$ cat config.mk
export PLATFORM = sky130hd
export DESIGN_NAME = uart_reg_responder
export DESIGN_NICKNAME = d
export VERILOG_FILES = /design/src/rtl/uart_reg_responder.sv
export SDC_FILE = /design/constraint.sdc
export NUM_CORES = 1
export LEC_CHECK = 0
export ABC_CLOCK_PERIOD_IN_PS = 2100
export CAP_MARGIN = 10
export CORE_ASPECT_RATIO = 0.7
export CORE_MARGIN = 2
export CORE_UTILIZATION = 50
export DETAILED_ROUTE_END_ITERATION = 10
export GPL_TIMING_DRIVEN = 1
export PLACE_DENSITY = 0.81
export SYNTH_ARGS = -nofsm -noshare
export SYNTH_HDL_FRONTEND = slang
export SYNTH_SLANG_ARGS = --single-unit
$ cat constraint.sdc
create_clock -name sysclk -period 2.1 [get_ports sysclk]
set_input_delay 0.63 -clock sysclk [delete_from_list [all_inputs] [get_ports sysclk]]
set_output_delay 0.63 -clock sysclk [all_outputs]
set_load 0.1 [all_outputs]
$ cat src/rtl/uart_reg_responder.sv
// Device-side register-access command responder sitting between a UART rx/tx pair and a register bus.
// Optional build macro UART_RESP_CHK_EN: checksummed writes and two-byte (data, addr^data) read responses.
module uart_reg_responder #(
  parameter int unsigned AW          = 4,
  parameter int unsigned TIMEOUT_CYC = 100000
) (
  input  logic          sysclk,
  input  logic          reset_n,
  input  logic          rx_end_i,
  input  logic [7:0]    rx_data_i,
  input  logic          rx_err_i,
  output logic          tx_start_o,
  output logic [7:0]    tx_data_o,
  input  logic          tx_end_i,
  output logic          reg_wr_o,
  output logic          reg_rd_o,
  output logic [AW-1:0] reg_addr_o,
  output logic [7:0]    reg_wdata_o,
  input  logic [7:0]    reg_rdata_i,
  output logic          busy_o
);

  localparam int unsigned CW    = $clog2(TIMEOUT_CYC + 1);
  localparam logic [7:0]  OP_WR = 8'h57;
  localparam logic [7:0]  OP_RD = 8'h52;
  localparam logic [7:0]  ACK   = 8'h06;
  localparam logic [7:0]  NAK   = 8'h15;

  typedef enum logic [2:0] {
    IDLE,
    GET_ADDR,
    GET_DATA,
`ifdef UART_RESP_CHK_EN
    GET_CHK,
`endif
    EXEC,
    WAIT_RD,
    SEND,
    WAIT_TX
  } state_t;

  state_t          state_q, state_d;
  logic [CW-1:0]   cnt_q, cnt_d;
  logic            op_wr_q, op_wr_d;
  logic [AW-1:0]   addr_d;
  logic [7:0]      wdata_d;
  logic [7:0]      txd_d;
  logic            tx_start_d, reg_wr_d, reg_rd_d, busy_d;
  logic            addr_ok, expired;
`ifdef UART_RESP_CHK_EN
  logic            pend_q, pend_d;
`endif

  // Next-state and next-output logic; every registered output is computed here as *_d.
  always_comb begin
    state_d = state_q;
    cnt_d   = '0;
    op_wr_d = op_wr_q;
    addr_d  = reg_addr_o;
    wdata_d = reg_wdata_o;
    txd_d   = tx_data_o;
`ifdef UART_RESP_CHK_EN
    pend_d  = pend_q;
`endif
    addr_ok = ((rx_data_i >> AW) == 8'd0);
    expired = (cnt_q == CW'(TIMEOUT_CYC - 1));

    case (state_q)
      IDLE: begin
        if (rx_err_i) begin
          state_d = SEND;
          txd_d   = NAK;
        end else if (rx_end_i) begin
          if (rx_data_i == OP_WR || rx_data_i == OP_RD) begin
            state_d = GET_ADDR;
            op_wr_d = (rx_data_i == OP_WR);
          end else begin
            state_d = SEND;
            txd_d   = NAK;
          end
        end
      end
      GET_ADDR: begin
        if (rx_err_i || (rx_end_i && !addr_ok)) begin
          state_d = SEND;
          txd_d   = NAK;
        end else if (rx_end_i) begin
          addr_d  = AW'(rx_data_i);
          state_d = op_wr_q ? GET_DATA : EXEC;
        end else if (expired) begin
          state_d = IDLE;
        end else begin
          cnt_d = cnt_q + CW'(1);
        end
      end
      GET_DATA: begin
        if (rx_err_i) begin
          state_d = SEND;
          txd_d   = NAK;
        end else if (rx_end_i) begin
          wdata_d = rx_data_i;
`ifdef UART_RESP_CHK_EN
          state_d = GET_CHK;
`else
          state_d = EXEC;
`endif
        end else if (expired) begin
          state_d = IDLE;
        end else begin
          cnt_d = cnt_q + CW'(1);
        end
      end
`ifdef UART_RESP_CHK_EN
      GET_CHK: begin
        if (rx_err_i || (rx_end_i && rx_data_i != (OP_WR ^ 8'(reg_addr_o) ^ reg_wdata_o))) begin
          state_d = SEND;
          txd_d   = NAK;
        end else if (rx_end_i) begin
          state_d = EXEC;
        end else if (expired) begin
          state_d = IDLE;
        end else begin
          cnt_d = cnt_q + CW'(1);
        end
      end
`endif
      EXEC: begin
        if (op_wr_q) begin
          state_d = SEND;
          txd_d   = ACK;
        end else begin
          state_d = WAIT_RD;
        end
      end
      WAIT_RD: begin
        txd_d   = reg_rdata_i;
        state_d = SEND;
`ifdef UART_RESP_CHK_EN
        pend_d  = 1'b1;
`endif
      end
      SEND: state_d = WAIT_TX;
      WAIT_TX: begin
        if (tx_end_i) begin
`ifdef UART_RESP_CHK_EN
          // Second read-response byte follows immediately; tx_data_o still holds the read data.
          if (pend_q) begin
            state_d = SEND;
            txd_d   = tx_data_o ^ 8'(reg_addr_o);
            pend_d  = 1'b0;
          end else begin
            state_d = IDLE;
          end
`else
          state_d = IDLE;
`endif
        end
      end
      default: state_d = IDLE;
    endcase

    tx_start_d = (state_d == SEND);
    reg_wr_d   = (state_d == EXEC) && op_wr_q;
    reg_rd_d   = (state_d == EXEC) && !op_wr_q;
    busy_d     = (state_d != IDLE);
  end

  // State and output registers.
  always_ff @(posedge sysclk or negedge reset_n) begin
    if (!reset_n) begin
      state_q     <= IDLE;
      cnt_q       <= '0;
      op_wr_q     <= 1'b0;
      tx_start_o  <= 1'b0;
      tx_data_o   <= '0;
      reg_wr_o    <= 1'b0;
      reg_rd_o    <= 1'b0;
      reg_addr_o  <= '0;
      reg_wdata_o <= '0;
      busy_o      <= 1'b0;
`ifdef UART_RESP_CHK_EN
      pend_q      <= 1'b0;
`endif
    end else begin
      state_q     <= state_d;
      cnt_q       <= cnt_d;
      op_wr_q     <= op_wr_d;
      tx_start_o  <= tx_start_d;
      tx_data_o   <= txd_d;
      reg_wr_o    <= reg_wr_d;
      reg_rd_o    <= reg_rd_d;
      reg_addr_o  <= addr_d;
      reg_wdata_o <= wdata_d;
      busy_o      <= busy_d;
`ifdef UART_RESP_CHK_EN
      pend_q      <= pend_d;
`endif
    end
  end

endmodule

==> results by stage <==
Synthesis:
- By area the synthesized netlist is led by dfrtp_1 (52%), mux2_2 (6.8%), nor2_1 (4.5%).
- Counting every net in the synthesized netlist gives 216.
- Yosys printed 0 warnings.
- The number of synthesized flops with an enable pin is 0.
- The prevailing post-synth register cell is dfrtp_1.
- By instance count, the leading cell after synthesis is dfrtp_1.
- The share of synthesized area in the top cell type comes to 0.524.
- In the synthesized netlist, the number of instances is 194.
- The synthesized cell area is 0.00215 sq mm.
- The average instance in the mapped netlist occupies between 10 and 15 sq um.
- For this run, the register share of the synthesized area comes to 0.524.
- The share of synthesized registers carrying an async set or reset is 1.00.
- Summed over all instances, the cell type with the most area after synthesis is dfrtp_1.
- Counting flops and latches in the post-synthesis netlist gives 45.
- The count of different cell masters after synthesis is 44.
- The commonest cells after synthesis are dfrtp_1 (45), nor2_1 (26), mux2_2 (13).

GRT:
- The total congestion overflow is 0.
- The initial antenna violation count is 0.
- The global routing usage on met1 is 0.340.
- The first global-routing pass estimated between 8 and 9 mm of wire.
- The via count of the first global-routing pass is 1840.
- The routing layer with the top usage in global route is met2.
- The all-layer global routing usage is 0.246.
- For met3 alone, demand over resource in global routing was 0.0736.
- The global routing usage on met2 is 0.371.
- The pin count of the biggest net entering global routing is 28.

CTS:
- Clock-pin slew was measured on the worst setup and hold paths at 0.09 ns.
- The number of clock buffers inserted by TritonCTS is 5.
- TritonCTS built the clock tree.
- The number of buffers on the longest clock path is 2.
- Buffers inserted to repair hold after CTS numbered 0.
- CTS built an H-tree with a depth of 2.
- The later-pin clock latency in the skew report is about 0.30 ns.
- The total clock sinks is 45.
- The cell at the root of the clock tree is clkbuf_8.

Floorplan:
- Pin placement for this block handled 45 I/O pins.
- The initial utilization of the core area, before any placement, comes to 0.535.
- In this run the core area contains 19 standard-cell rows.
- The die is around 80 microns wide.
- The core region is about 0.0040 sq mm.
- From bottom edge to top edge, the die measures 58.9 microns.
- The die area is 0.00485 sq mm.

Worst setup path:
- The critical path goes through dlygate4sd2_1, a21boi_2, and4bb_2, a221oi_4, o21ai_4, buf_6, a22o_2.
- The required time of the worst setup path is 2.29 ns.
- On the critical path, the stage with the largest delay is an instance of dlygate4sd2_1.
- The critical path data arrival time is approximately 2.3 ns.
- The critical path launch point type is an input port.
- The maximum fanout count along the critical path is 8.
- The count of cells along the worst register-to-register path is 5.
- STA classifies the critical path endpoint as a register.
- The largest incremental delay on the critical path is 0.34 ns.
- The path type of the worst setup path is in -> reg.

Cells and area:
- After filler insertion, the fill cell instance count of the layout stands at 209.
- The antenna diode instance count is 0.
- Compared with the post-synthesis result, the final layout area differs by 52.4%.
- The finished layout holds between 300 and 400 standard cells, fillers aside.
- Once layout is done, the placed cells without fillers occupy 0.00328 sq mm.
- Of the cells placed in the final design, the portion with a size suffix greater than 1 is 0.340.
- The final net count is 283.

Route:
- Using the TritonRoute via totals, the vias-per-cell ratio works out to 5.56.
- The number of detailed-routing iterations run before antenna repair is 4.
- The detail route stage leaves a number of antenna-violating nets equal to 0.
- After detailed routing, the total wire length is around 5.2 mm.
- The detailed router's first-iteration violation count is 112.
- The overall via count from detail_route is 1745.
- Dividing the detail-routed wire length by the instance count gives 16.6 microns.
- For this run, design rule violations remaining after detail routing come to 0.

Placed design:
- The number of placed instances, taps included, is 302.
- The detailed placer's ending HPWL is 3.79 mm.
- In this run the tool buffered the top-level ports with 44 buffer cells.
- At the placement stage, the worst setup path has a slack of -0.593 ns.
- Routability-driven placement finished with a final weighted congestion of roughly 0.87.
- The cell area reported after detailed placement is between 0.003 and 0.004 sq mm.

Timing:
- In this run the tightest slew margin relative to its limit is 0.582.
- The tightest hold margin is 0.261 ns.
- Static timing analysis puts the maximum clock frequency at between 400 and 500 MHz.
- Setup slack closes at 0.0145 ns.
- Of the available clock period, the critical path in the final layout requires 0.993.
- The maximum clock skew at final layout is 0.00587 ns.
- The max-slew violation count is 0.
- The number of setup violations in the final report is 0.
- Setup repair after global routing could not meet its margin everywhere.
- The final hold violation count was 0.
- The clock period could shrink to about 2.1 ns.
- At the pin with the least slew margin, the transition time is roughly 0.63 ns.

Power:
- The cell internal power dissipation is 2.62 mW.
- The clock group share of total power is 0.137.
- IR analysis of the VDD net gives a maximum drop of 0.00128 V.
- The analysis attributes to cell leakage a power of 1.47 nW.
- The switching power as a share of total power is 0.472.
- For this design the total switching power over the nets is 2.34 mW.
- Of the total power, registers draw 0.267.
- Power spread over the standard cell area amounts to 1520 mW/mm^2.
- The share of total power dissipated in combinational logic is 0.596.

Job:
- The max-capacitance violation count is 0.

Worst hold path:
- In this run the worst hold path is classified as in -> async.

Status:
- The flow ran to the end, and the final reports show no timing, DRC or antenna violations.
[state kept, by name, indices dropped and copies added, names as in the netlist]
name,flops
cnt_q,17
reg_wdata_o,8
tx_data_o,8
reg_addr_o,4
state_q,3
busy_o,1
op_wr_q,1
reg_rd_o,1
reg_wr_o,1
tx_start_o,1
[cell type report]
class / count / area [sq um] / area share
Sequential cell: 45 / 1130 / 0.344
Multi-Input combinational cell: 134 / 1040 / 0.318
Timing Repair Buffer: 67 / 897 / 0.274
Clock buffer: 7 / 86.3 / 0.0263
Tap cell: 52 / 65.1 / 0.0198
Clock inverter: 1 / 30.0 / 0.00916
Inverter: 8 / 30.0 / 0.00916
[layer usage]
metal	part of all wire	wire length (microns)	vias up
met4	0.021	109	0
met1	0.43	2260	850
met5	0	0	-
met3	0.063	329	11
li1	-	-	827
met2	0.48	2500	57
[placed cells by master (no fill, tap or decap), drive strengths merged, types with 3 or more instances in the layout]
cell type      instances
dlymetal6s2s           4
dlygate4sd2            5
and3                   5
nor3                   4
nand3                 12
inv                    8
buf                   48
clkbuf                 7
xnor2                  8
clkdlybuf4s50          9
o21ai                  6
dfrtp                 45
mux2                  14
nand2                 10
nand4                  3
xor2                   8
nor2                  26
nor4                   4
a22o                   4
[final timing paths]
check	start	end	slack [ns]
worst min-delay path	reset_n	cnt_q[2]	0.26
max in group asynchronous	reset_n	tx_data_o[6]	1.34
worst max register to register	cnt_q[11]	tx_data_o[1]	0.10
worst min register to register	cnt_q[0]	cnt_q[0]	0.48
min in group sysclk	cnt_q[0]	cnt_q[0]	0.48
worst max-delay path	rx_err_i	tx_data_o[5]	0.01
[stage by stage]
step,util,power [mW],TNS (ns)
3_5_place_dp,0.755,4.18,-8.88
5_1_grt,0.816,5.18,-0.142
4_1_cts,0.803,4.95,0
2_1_floorplan,-,3.02,0
6_report,0.816,4.97,0
3_3_place_gp,0.755,4.13,-7.67
[power by group through the flow]
stage                     Sequential [mW]  Clock (mW)  Combinational [mW]
final                                1.33       0.681                2.96
after CTS                            1.33       0.689                2.93
after global placement               1.32           0                2.80
after detailed placement             1.33           0                2.85
after floorplan                      2.36           0               0.659
after global routing                 1.35       0.734                3.09
[what timing repair did]
item | in CTS | in global routing
setup buffers | 3 | 1
endpoints found under the setup margin | 18 | 14
pin swaps | 5 | 6
gates cloned | 0 | 0
resized for setup | 16 | 12
[critical path: cells and delay by family]
kind            cells  cell delay (ns)
simple gates        1             0.27
compound gates      4             0.88
buf+inv             2             0.49
[kinds of logic after synthesis]
family / count (synthesis) / synth area share
compound gates: 25 / 0.0989
xor+xnor: 16 / 0.0652
mux: 14 / 0.0750
simple gates: 78 / 0.200
buf+inv: 15 / 0.0314
flops: 45 / 0.524
fa+ha+maj: 1 / 0.00582
No activity file was read; power rests on OpenSTA's default activity.
